===== config.mk =====
export PLATFORM = sky130hd
export DESIGN_NAME = reset_sequencer
export DESIGN_NICKNAME = d
export VERILOG_FILES = /design/src/rtl/reset_sequencer_pkg.sv /design/src/rtl/reset_sequencer_sync_bit.sv /design/src/rtl/reset_sequencer.sv
export SDC_FILE = /design/constraint.sdc
export NUM_CORES = 1
export LEC_CHECK = 0
export ABC_AREA = 0
export ABC_CLOCK_PERIOD_IN_PS = 6100
export BUFFER_PORTS_ARGS = -buffer_cell sky130_fd_sc_hd__buf_4
export CORE_MARGIN = 2
export CORE_UTILIZATION = 45
export DETAILED_ROUTE_END_ITERATION = 8
export SLEW_MARGIN = 40
export SYNTH_ARGS = -nofsm -noshare
export SYNTH_HDL_FRONTEND = slang
export SYNTH_HIERARCHICAL = 1
export SYNTH_SLANG_ARGS = --single-unit

===== constraint.sdc =====
create_clock -name i_clock -period 6.1 [get_ports i_clock]
set_clock_uncertainty 0.15 [all_clocks]
set_input_delay 1.525 -clock i_clock [delete_from_list [all_inputs] [get_ports i_clock]]
set_output_delay 1.525 -clock i_clock [all_outputs]
set_load 0.03 [all_outputs]

===== src/rtl/reset_sequencer_pkg.sv =====
`default_nettype none
// ============================================================================
//  Module      : reset_sequencer_pkg
//  Description : State encodings, default cycle counts and output decode
//                shared by the reset sequencer.
//  Revision    : 1.0 - initial release
// ============================================================================
package reset_sequencer_pkg;

    localparam logic [2:0] c_st_mmcm_reset = 3'd0;
    localparam logic [2:0] c_st_wait_lock  = 3'd1;
    localparam logic [2:0] c_st_dram_reset = 3'd2;
    localparam logic [2:0] c_st_wait_calib = 3'd3;
    localparam logic [2:0] c_st_release    = 3'd4;
    localparam logic [2:0] c_st_run        = 3'd5;
    localparam logic [2:0] c_st_fault      = 3'd6;

    typedef enum logic [2:0] {
        ST_MMCM_RESET = c_st_mmcm_reset,
        ST_WAIT_LOCK  = c_st_wait_lock,
        ST_DRAM_RESET = c_st_dram_reset,
        ST_WAIT_CALIB = c_st_wait_calib,
        ST_RELEASE    = c_st_release,
        ST_RUN        = c_st_run,
        ST_FAULT      = c_st_fault
    } state_t;

    localparam int c_default_sync_stages   = 2;
    localparam int c_default_mmcm_cycles   = 16;
    localparam int c_default_lock_cycles   = 1024;
    localparam int c_default_dram_cycles   = 256;
    localparam int c_default_calib_timeout = 16777215;
    localparam int c_default_max_retries   = 3;
    localparam int c_default_counter_width = 24;

    typedef struct packed {
        logic mmcm_reset;
        logic dram_sys_reset;
        logic dram_aresetn;
        logic top_reset;
        logic ready;
        logic fault;
    } outs_t;

    localparam outs_t c_reset_outs = '{
        mmcm_reset: 1'b1, dram_sys_reset: 1'b1, dram_aresetn: 1'b0,
        top_reset: 1'b1, ready: 1'b0, fault: 1'b0
    };

    function automatic outs_t decode_outputs(input state_t s);
        outs_t o;
        o = '{mmcm_reset: 1'b0, dram_sys_reset: 1'b0, dram_aresetn: 1'b0,
              top_reset: 1'b1, ready: 1'b0, fault: 1'b0};
        case (s)
            ST_MMCM_RESET: begin
                o.mmcm_reset     = 1'b1;
                o.dram_sys_reset = 1'b1;
            end
            ST_WAIT_LOCK:  o.dram_sys_reset = 1'b1;
            ST_DRAM_RESET: o.dram_sys_reset = 1'b1;
            ST_WAIT_CALIB: o.dram_sys_reset = 1'b0;
            ST_RELEASE:    o.dram_aresetn   = 1'b1;
            ST_RUN: begin
                o.dram_aresetn = 1'b1;
                o.top_reset    = 1'b0;
                o.ready        = 1'b1;
            end
            default: begin
                o       = c_reset_outs;
                o.fault = 1'b1;
            end
        endcase
        return o;
    endfunction

endpackage
`default_nettype wire


===== src/rtl/reset_sequencer_sync_bit.sv =====
`default_nettype none
// ============================================================================
//  Module      : sync_bit
//  Description : Multi-flop synchroniser for one asynchronous status bit.
//  Revision    : 1.0 - initial release
// ============================================================================
module sync_bit #(
    parameter int SYNC_STAGES = 2
) (
    input  logic i_clock,
    input  logic i_reset_n,
    input  logic i_d,
    output logic o_q
);

    (* ASYNC_REG = "TRUE" *) logic [SYNC_STAGES-1:0] sync_q;
    logic [SYNC_STAGES-1:0] sync_d;

    generate
        if (SYNC_STAGES == 1) begin : g_single
            always_comb sync_d = i_d;
        end else begin : g_chain
            always_comb sync_d = {sync_q[SYNC_STAGES-2:0], i_d};
        end
    endgenerate

    always_ff @(posedge i_clock or negedge i_reset_n) begin
        if (!i_reset_n) begin
            sync_q <= '0;
        end else begin
            sync_q <= sync_d;
        end
    end

    assign o_q = sync_q[SYNC_STAGES-1];

endmodule
`default_nettype wire


===== src/rtl/reset_sequencer.sv =====
`default_nettype none
// ============================================================================
//  Module      : reset_sequencer
//  Description : Staged MMCM / DDR3 / SoC reset bring-up with retry and fault.
//  Revision    : 1.0 - initial release
// ============================================================================
module reset_sequencer
    import reset_sequencer_pkg::*;
#(
    parameter int SYNC_STAGES          = c_default_sync_stages,
    parameter int MMCM_RESET_CYCLES    = c_default_mmcm_cycles,
    parameter int LOCK_STABLE_CYCLES   = c_default_lock_cycles,
    parameter int DRAM_RESET_CYCLES    = c_default_dram_cycles,
    parameter int CALIB_TIMEOUT_CYCLES = c_default_calib_timeout,
    parameter int MAX_RETRIES          = c_default_max_retries,
    parameter int COUNTER_WIDTH        = c_default_counter_width
) (
    input  logic       i_clock,
    input  logic       i_reset_n,
    input  logic       i_top_locked,
    input  logic       i_uart_locked,
    input  logic       i_ethernet_locked,
    input  logic       i_calib_complete,
    output logic       o_mmcm_reset,
    output logic       o_dram_sys_reset,
    output logic       o_dram_aresetn,
    output logic       o_top_reset,
    output logic       o_ready,
    output logic       o_fault,
    output logic [2:0] o_state,
    output logic [1:0] o_retry_count
);

    localparam logic [COUNTER_WIDTH-1:0] c_mmcm_load  = COUNTER_WIDTH'(MMCM_RESET_CYCLES - 1);
    localparam logic [COUNTER_WIDTH-1:0] c_lock_load  = COUNTER_WIDTH'(LOCK_STABLE_CYCLES - 1);
    localparam logic [COUNTER_WIDTH-1:0] c_dram_load  = COUNTER_WIDTH'(DRAM_RESET_CYCLES - 1);
    localparam logic [COUNTER_WIDTH-1:0] c_calib_load = COUNTER_WIDTH'(CALIB_TIMEOUT_CYCLES - 1);
    localparam logic [1:0]               c_retry_max  = 2'(MAX_RETRIES);
    localparam logic [1:0]               c_retry_last = 2'(MAX_RETRIES - 1);

    logic w_top_locked;
    logic w_uart_locked;
    logic w_eth_locked;
    logic w_calib;
    logic w_all_locked;
    logic w_fail;

    state_t                   state_q, state_d;
    logic [COUNTER_WIDTH-1:0] cnt_q, cnt_d;
    logic [1:0]               retry_q, retry_d;
    outs_t                    outs_q, outs_d;

    sync_bit #(.SYNC_STAGES(SYNC_STAGES)) u_sync_top (
        .i_clock(i_clock), .i_reset_n(i_reset_n), .i_d(i_top_locked), .o_q(w_top_locked)
    );
    sync_bit #(.SYNC_STAGES(SYNC_STAGES)) u_sync_uart (
        .i_clock(i_clock), .i_reset_n(i_reset_n), .i_d(i_uart_locked), .o_q(w_uart_locked)
    );
    sync_bit #(.SYNC_STAGES(SYNC_STAGES)) u_sync_eth (
        .i_clock(i_clock), .i_reset_n(i_reset_n), .i_d(i_ethernet_locked), .o_q(w_eth_locked)
    );
    sync_bit #(.SYNC_STAGES(SYNC_STAGES)) u_sync_calib (
        .i_clock(i_clock), .i_reset_n(i_reset_n), .i_d(i_calib_complete), .o_q(w_calib)
    );

    assign w_all_locked = w_top_locked & w_uart_locked & w_eth_locked;

    function automatic logic [COUNTER_WIDTH-1:0] load_for(input state_t s);
        case (s)
            ST_MMCM_RESET: return c_mmcm_load;
            ST_WAIT_LOCK:  return c_lock_load;
            ST_DRAM_RESET: return c_dram_load;
            ST_WAIT_CALIB: return c_calib_load;
            default:       return '0;
        endcase
    endfunction

    always_comb begin
        state_d = state_q;
        cnt_d   = cnt_q;
        retry_d = retry_q;
        w_fail  = 1'b0;

        case (state_q)
            ST_MMCM_RESET: begin
                if (cnt_q == '0) state_d = ST_WAIT_LOCK;
                else             cnt_d   = cnt_q - 1'b1;
            end
            ST_WAIT_LOCK: begin
                if (!w_all_locked)    cnt_d   = c_lock_load;
                else if (cnt_q == '0) state_d = ST_DRAM_RESET;
                else                  cnt_d   = cnt_q - 1'b1;
            end
            ST_DRAM_RESET: begin
                if (!w_all_locked)    w_fail  = 1'b1;
                else if (cnt_q == '0) state_d = ST_WAIT_CALIB;
                else                  cnt_d   = cnt_q - 1'b1;
            end
            ST_WAIT_CALIB: begin
                // calib is tested before expiry so a same-cycle arrival wins
                if (!w_all_locked)    w_fail  = 1'b1;
                else if (w_calib)     state_d = ST_RELEASE;
                else if (cnt_q == '0) w_fail  = 1'b1;
                else                  cnt_d   = cnt_q - 1'b1;
            end
            ST_RELEASE: state_d = ST_RUN;
            ST_RUN: begin
                if (!w_all_locked || !w_calib) w_fail = 1'b1;
            end
            default: state_d = ST_FAULT;
        endcase

        if (w_fail) begin
            if (retry_q == c_retry_last) begin
                state_d = ST_FAULT;
                retry_d = c_retry_max;
            end else begin
                state_d = ST_MMCM_RESET;
                retry_d = retry_q + 2'd1;
            end
        end

        if (state_d != state_q) cnt_d = load_for(state_d);

        outs_d = decode_outputs(state_d);
    end

    always_ff @(posedge i_clock or negedge i_reset_n) begin
        if (!i_reset_n) begin
            state_q <= ST_MMCM_RESET;
            cnt_q   <= c_mmcm_load;
            retry_q <= '0;
            outs_q  <= c_reset_outs;
        end else begin
            state_q <= state_d;
            cnt_q   <= cnt_d;
            retry_q <= retry_d;
            outs_q  <= outs_d;
        end
    end

    assign o_mmcm_reset     = outs_q.mmcm_reset;
    assign o_dram_sys_reset = outs_q.dram_sys_reset;
    assign o_dram_aresetn   = outs_q.dram_aresetn;
    assign o_top_reset      = outs_q.top_reset;
    assign o_ready          = outs_q.ready;
    assign o_fault          = outs_q.fault;
    assign o_state          = state_q;
    assign o_retry_count    = retry_q;

endmodule
`default_nettype wire


### Yosys cells after proc, flatten, opt, wreduce, memory -nomap -nowiden

Cells that the tools add are included.

* register bits: 43
* input bits: 6
* output and inout bits: 11

* $add $sub $neg: 2
* equality and inequality tests: 15
* muxes and demuxes: 30
* bitwise gates (word level): 2
* reduce and logical (&&, ||, !) cells: 12

Operators with widths (number)
* case mux 24 bit (4 select lines): 2
* two-way mux 24 bit: 6
* two-way mux 3 bit: 9
* zero test 24 bit: 1
* subtractor 24 x 1 -> 24 bit (second input constant): 1
* case mux 3 bit (6 select lines): 1
* == test 3 x 2 -> 1 bit (second input constant): 4
* == test 3 bit (second input constant): 4
* two-way mux 1 bit: 9
* != test 3 bit (second input constant): 3
* == test 3 x 1 -> 1 bit (second input constant): 2
* zero test 3 bit: 2
* OR reduction 6 bit: 1
* nonzero test 5 bit: 1
* OR reduction 5 bit: 1
* two-way mux 2 bit: 2
* AND reduction 4 bit: 1
* != test 3 bit: 1
* case mux 1 bit (3 select lines): 1
* OR reduction 3 bit: 1
* adder 2 x 1 -> 2 bit (second input constant): 1
* AND 1 bit: 2
* == test 2 bit (second input constant): 1
* zero test 1 bit: 2
* 2 further kinds: 2

### Depth between registers and ports, before layout

* depth after elaboration: 10
* gate-level depth with buffers: 12

### Hierarchy

Netlist, hierarchy kept.

Modules (own cells, without submodules)
* reset_sequencer: instances 1, cells an instance 282, area each 2396.0 µm², sequential area each 884.6 µm²
* sync_bit: instances 4, cells an instance 2, area each 50.0 µm², sequential area each 50.0 µm²

### Least setup slack after synthesis

No wires, ideal clock.

* path kind: flip-flop to flip-flop
* start point: reg state_q[2], in the netlist o_state[2]
* end point: reg cnt_q[15]
* arrival time: 2464 ps
* slack: 3392 ps
* stages on the path, launching flop included: 10
* path buffers: 2
* clock period less this slack: 2708 ps
* path through: dfrtp_1 buf_6 nand2b_4 or3b_2 nor3_4 nand2b_1 a311o_2 and2_4 buf_6 nor4_4

* longest elaborated chain between the ends: 7
* elaborated cells on any way between the ends: 29

Ends and longest elaborated chain
* from (decl): line reset_sequencer.sv:48 `state_t state_q, state_d;`
* from (signal assigned): line reset_sequencer.sv:135 `state_q <= state_d;`
* two-way mux 3 bit (on tied branches): line reset_sequencer.sv:102, reset_sequencer.sv:91, reset_sequencer.sv:96
* two-way mux 3 bit (on tied branches): line reset_sequencer.sv:101, reset_sequencer.sv:90, reset_sequencer.sv:95
* case mux 3 bit (6 select lines): line reset_sequencer.sv:84 `case (state_q)`
* two-way mux 3 bit: line reset_sequencer.sv:113 `if (w_fail) begin`
* != test 3 bit (tied with other cells): line reset_sequencer.sv:123 `if (state_d != state_q) cnt_d = load_for(state_d);`
* != test 3 bit (no source line) (tied with other cells)
* AND reduction 4 bit (no source line) or two-way mux 24 bit (tied branches)
* to (signal assigned): line reset_sequencer.sv:131 `cnt_q <= c_mmcm_load;`
* to (signal assigned): line reset_sequencer.sv:136 `cnt_q <= cnt_d;`
* to (decl): line reset_sequencer.sv:49 `logic [COUNTER_WIDTH-1:0] cnt_q, cnt_d;`

Several ways; a longest one is shown, not always the timed one.
A chain may end at the register's enable or synchronous reset.

### Final worst setup path

* start point: reg cnt_q[0]
* end point: reg cnt_q[12]

* longest elaborated chain between the ends: 9
* elaborated cells on any way between the ends: 31

Ends and longest elaborated chain
* branches (longest 9 deep; another with subtractor 24 x 1 -> 24 bit)

Parallel ways; which one is timed is not known. The select of a mux whose other input is x is not followed.

==> results.md <==
* Number of warnings printed during yosys synthesis at 6
* ANT nets after route at 0
* Post-CTS setup buffer count at 0
* Via count of the first global-routing pass at 2036
* Number of antenna cells inserted at 0
* Share of post-route cells with drive strength above 1 at 0.172
* Source-to-sink clock delay at the later pin of the worst-skew pair at around 300 ps
* Crit path from: cnt_q[0]
* Clock tree from TritonCTS: done
* Worst setup SP type: register
* Async set or reset register ratio after synthesis at 1.00
* Core area at 5540 um^2
* CTS H-Tree Depth at 2
* Sequential-to-total area share from yosys stat at 0.418
* Mapped Cells at 290
* Outcome: finished clean
* Max Cap Violations at 0
* Final setup viols at 0
* Area added between synthesis and finish at 8.77%
* Width of the chip at ~80 um
* Path category of the worst min-delay check: reg2reg
* Die area at 6390 um^2
* Sinks on Clock Net at 43
* Wire length of the first global-routing pass at between 10000 and 15000 um
* Largest driver fanout on the critical path at 11
* Max Root-Sink Buffers at 2
* Congestion Overflow GR at 0
* Hold-fix buffer count after cts at 0
* Buffers on Ports at 16
* Total number of nets in the final design at 303
* Minimum setup slack after placement at 3180 ps
* Hold Path Origin: u_sync_eth/sync_q[0]
* Number of distinct library cells after synthesis at 60
* RSZ-0062 raised after global routing: no
* Transition time at the pin with the least slew margin at 693 ps
* DR vias at 2286
* Number of detailed-routing iterations run before antenna repair at 4
* Kind of critical path: reg2reg
* Critical Path End Type: register
* Leakage at 1.20 nW
* Final wirelength at 6180 um
* Crit-path cells: inv_1 -> ha_1 -> nor2b_1 -> and4_1 -> a21oi_1 -> o221ai_1 -> or3_1 -> a21boi_0 -> o221a_2
* Crit Reg-Reg Startpoint: cnt_q[0]
* Final Wtd Congestion at 0.820
* Final max-slew violation count at 0
* Crit path required time at 6140 ps
* Mapped Nets at 298
* Drt first-iter violations at 177
* Mapped cell area at approximately 2600 um^2
* Commonest non-fill, non-tap cells in the layout: 36 x sky130_fd_sc_hd__dfrtp_1, 30 x sky130_fd_sc_hd__nand2_1, 25 x sky130_fd_sc_hd__nor2_1
* Power density normalized to cell area at 180 nW/um^2
* DP Wirelength at about 4100 um
* Standard-cell rows at 27
* PostCTS Resize Cnt at 0
* Final hold viol count at 0
* Achievable clock frequency at 0.337 GHz
* Total negative slack at 0 ps
* Die height at 80.0 um
* Routed WL per cell at roughly 17 um
* Most common library cell in the layout ignoring fill and taps: sky130_fd_sc_hd__dfrtp_1
* WP data arrival at 3010 ps
* CP max stage cell: sky130_fd_sc_hd__or3_1
* Initial antenna violation count at 0
* Effective utilization at floorplan at 0.469
* Maximum cell stage delay along the critical path at 610 ps
* Count of flip-flops with a built-in enable after synthesis at 0
* Worst-case setup margin in the final layout at roughly 3100 ps
* Dominant register cell in the synthesized netlist: sky130_fd_sc_hd__dfrtp_1
* Post-detailed-route DRC marker count at 0
* Avg Cell Area, Syn at 8.95 um^2
* Clock root buffer master: sky130_fd_sc_hd__clkbuf_8
* Worst ir drop on vdd at about 0.00011 V
* Global router's overall resource usage at 0.206
* Flop and latch count out of synthesis at 43
* Clk slew on worst S/H paths at 80 ps
* Final worst-path cycle share at 0.486
* Time the final worst path needs with I/O delays and setup at 2960 ps
* Max_slew headroom at 0.537
* Largest net degree at the start of global routing at 44
* Mean number of vias per cell at 6.21
* Total clock buffers created by CTS at 5
* Boundary Pins at 17
## report_power, final
part	leakage (nW)	switching [mW]	internal, mW
Combinational	0.630	0.0127	0.00530
Clock	0.0515	0.0977	0.103
Sequential	0.521	0.00166	0.288
## registers in the layout, indices dropped and copies added, names as in the netlist
| signal | cells |
|---|---|
| cnt_q | 24 |
| o_state | 3 |
| o_retry_count | 2 |
| u_sync_calib/sync_q | 2 |
| u_sync_eth/sync_q | 2 |
| u_sync_top/sync_q | 2 |
| u_sync_uart/sync_q | 2 |
| o_dram_aresetn | 1 |
| o_dram_sys_reset | 1 |
| o_fault | 1 |
| o_mmcm_reset | 1 |
| o_ready | 1 |
| o_top_reset | 1 |
## cell families (layout without fill, tap and decap cells)
kind of cell | after synthesis | count (layout) | share of synthesized area
adders and majority gates | 2 | 2 | 0.00964
buffers and inverters | 26 | 32 | 0.0458
and+or+nand+nor | 119 | 119 | 0.269
DFF | 43 | 43 | 0.418
xor gates and xnor gates | 1 | 1 | 0.00337
AOI/OAI and AO/OA | 96 | 96 | 0.242
muxes | 3 | 3 | 0.0120
## critical path: cells and delay by family (launching register included)
family          cells  cell delay (ps)
compound gates      4              780
fa+ha+maj           1              250
buf+inv             1               50
flops               1              550
simple gates        3             1060
## per-stage QoR
step	power, mW	hold slack (ps)	area [um^2]	instances	util
2_1_floorplan	0.303	181	2600	290	-
3_3_place_gp	0.313	182	2720	360	0.491
3_5_place_dp	0.314	186	2720	360	0.491
4_1_cts	0.514	202	2820	368	0.509
5_1_grt	0.529	211	2820	368	0.510
6_report	0.509	198	2820	368	0.510
## final timing paths
check / to / cells after the start / slack (ps)
max in group asynchronous: cnt_q[8] / 1 / 4360
setup / recovery: cnt_q[12] / 9 / 3140
min in group asynchronous: o_retry_count[1] / 1 / 1060
setup reg to reg: cnt_q[12] / 9 / 3140
hold / removal: u_sync_eth/sync_q[1] / 0 / 200
hold reg to reg: u_sync_eth/sync_q[1] / 0 / 200
## layout make-up
cell class	count	area (um^2)
well taps	72	90.1
flip-flops and latches	43	1080
clock buffers	8	100
inverters	8	30.0
fillers	542	2720
repair buffers	16	120
multi-input cells	221	1400
## cell usage after synthesis (2+ instances only)
library cell | number | area [um^2]
sky130_fd_sc_hd__o221a_2 | 2 | 22.5
sky130_fd_sc_hd__nand2b_1 | 2 | 12.5
sky130_fd_sc_hd__mux2i_1 | 2 | 20.0
sky130_fd_sc_hd__o21a_1 | 2 | 15.0
sky130_fd_sc_hd__o221ai_1 | 2 | 17.5
sky130_fd_sc_hd__dfstp_2 | 7 | 184
sky130_fd_sc_hd__nor3_2 | 3 | 30.0
sky130_fd_sc_hd__a21oi_1 | 23 | 115
sky130_fd_sc_hd__o22ai_1 | 5 | 31.3
sky130_fd_sc_hd__nand2_1 | 30 | 113
sky130_fd_sc_hd__o211a_1 | 4 | 40.0
sky130_fd_sc_hd__and2_1 | 3 | 18.8
sky130_fd_sc_hd__a21o_1 | 4 | 30.0
sky130_fd_sc_hd__o31ai_1 | 7 | 52.6
sky130_fd_sc_hd__clkbuf_1 | 13 | 48.8
sky130_fd_sc_hd__o211ai_1 | 2 | 15.0
sky130_fd_sc_hd__and3_1 | 3 | 18.8
sky130_fd_sc_hd__nand3_1 | 9 | 45.0
sky130_fd_sc_hd__nor2b_1 | 3 | 18.8
sky130_fd_sc_hd__o21ai_0 | 24 | 120
sky130_fd_sc_hd__nor4_1 | 6 | 37.5
sky130_fd_sc_hd__and4_1 | 2 | 17.5
sky130_fd_sc_hd__nor2_1 | 26 | 97.6
sky130_fd_sc_hd__or3_1 | 4 | 25.0
sky130_fd_sc_hd__o32ai_1 | 2 | 17.5
sky130_fd_sc_hd__buf_2 | 2 | 10.0
sky130_fd_sc_hd__nor4_4 | 3 | 63.8
sky130_fd_sc_hd__nand4_1 | 2 | 12.5
sky130_fd_sc_hd__buf_6 | 2 | 22.5
sky130_fd_sc_hd__dfrtp_1 | 36 | 901
sky130_fd_sc_hd__ha_1 | 2 | 25.0
sky130_fd_sc_hd__a31oi_1 | 5 | 31.3
sky130_fd_sc_hd__o21ai_1 | 3 | 15.0
sky130_fd_sc_hd__nor3_1 | 12 | 60.1
sky130_fd_sc_hd__inv_1 | 8 | 30.0
## metal layers
metal	vias up	global-route usage	wire length (um)
met1	1130	0.299	2950
met4	0	0.0763	62
met3	8	0.0362	356
li1	1090	-	-
met5	-	0	0
met2	58	0.304	2810
(Power assumes the default switching activity.)
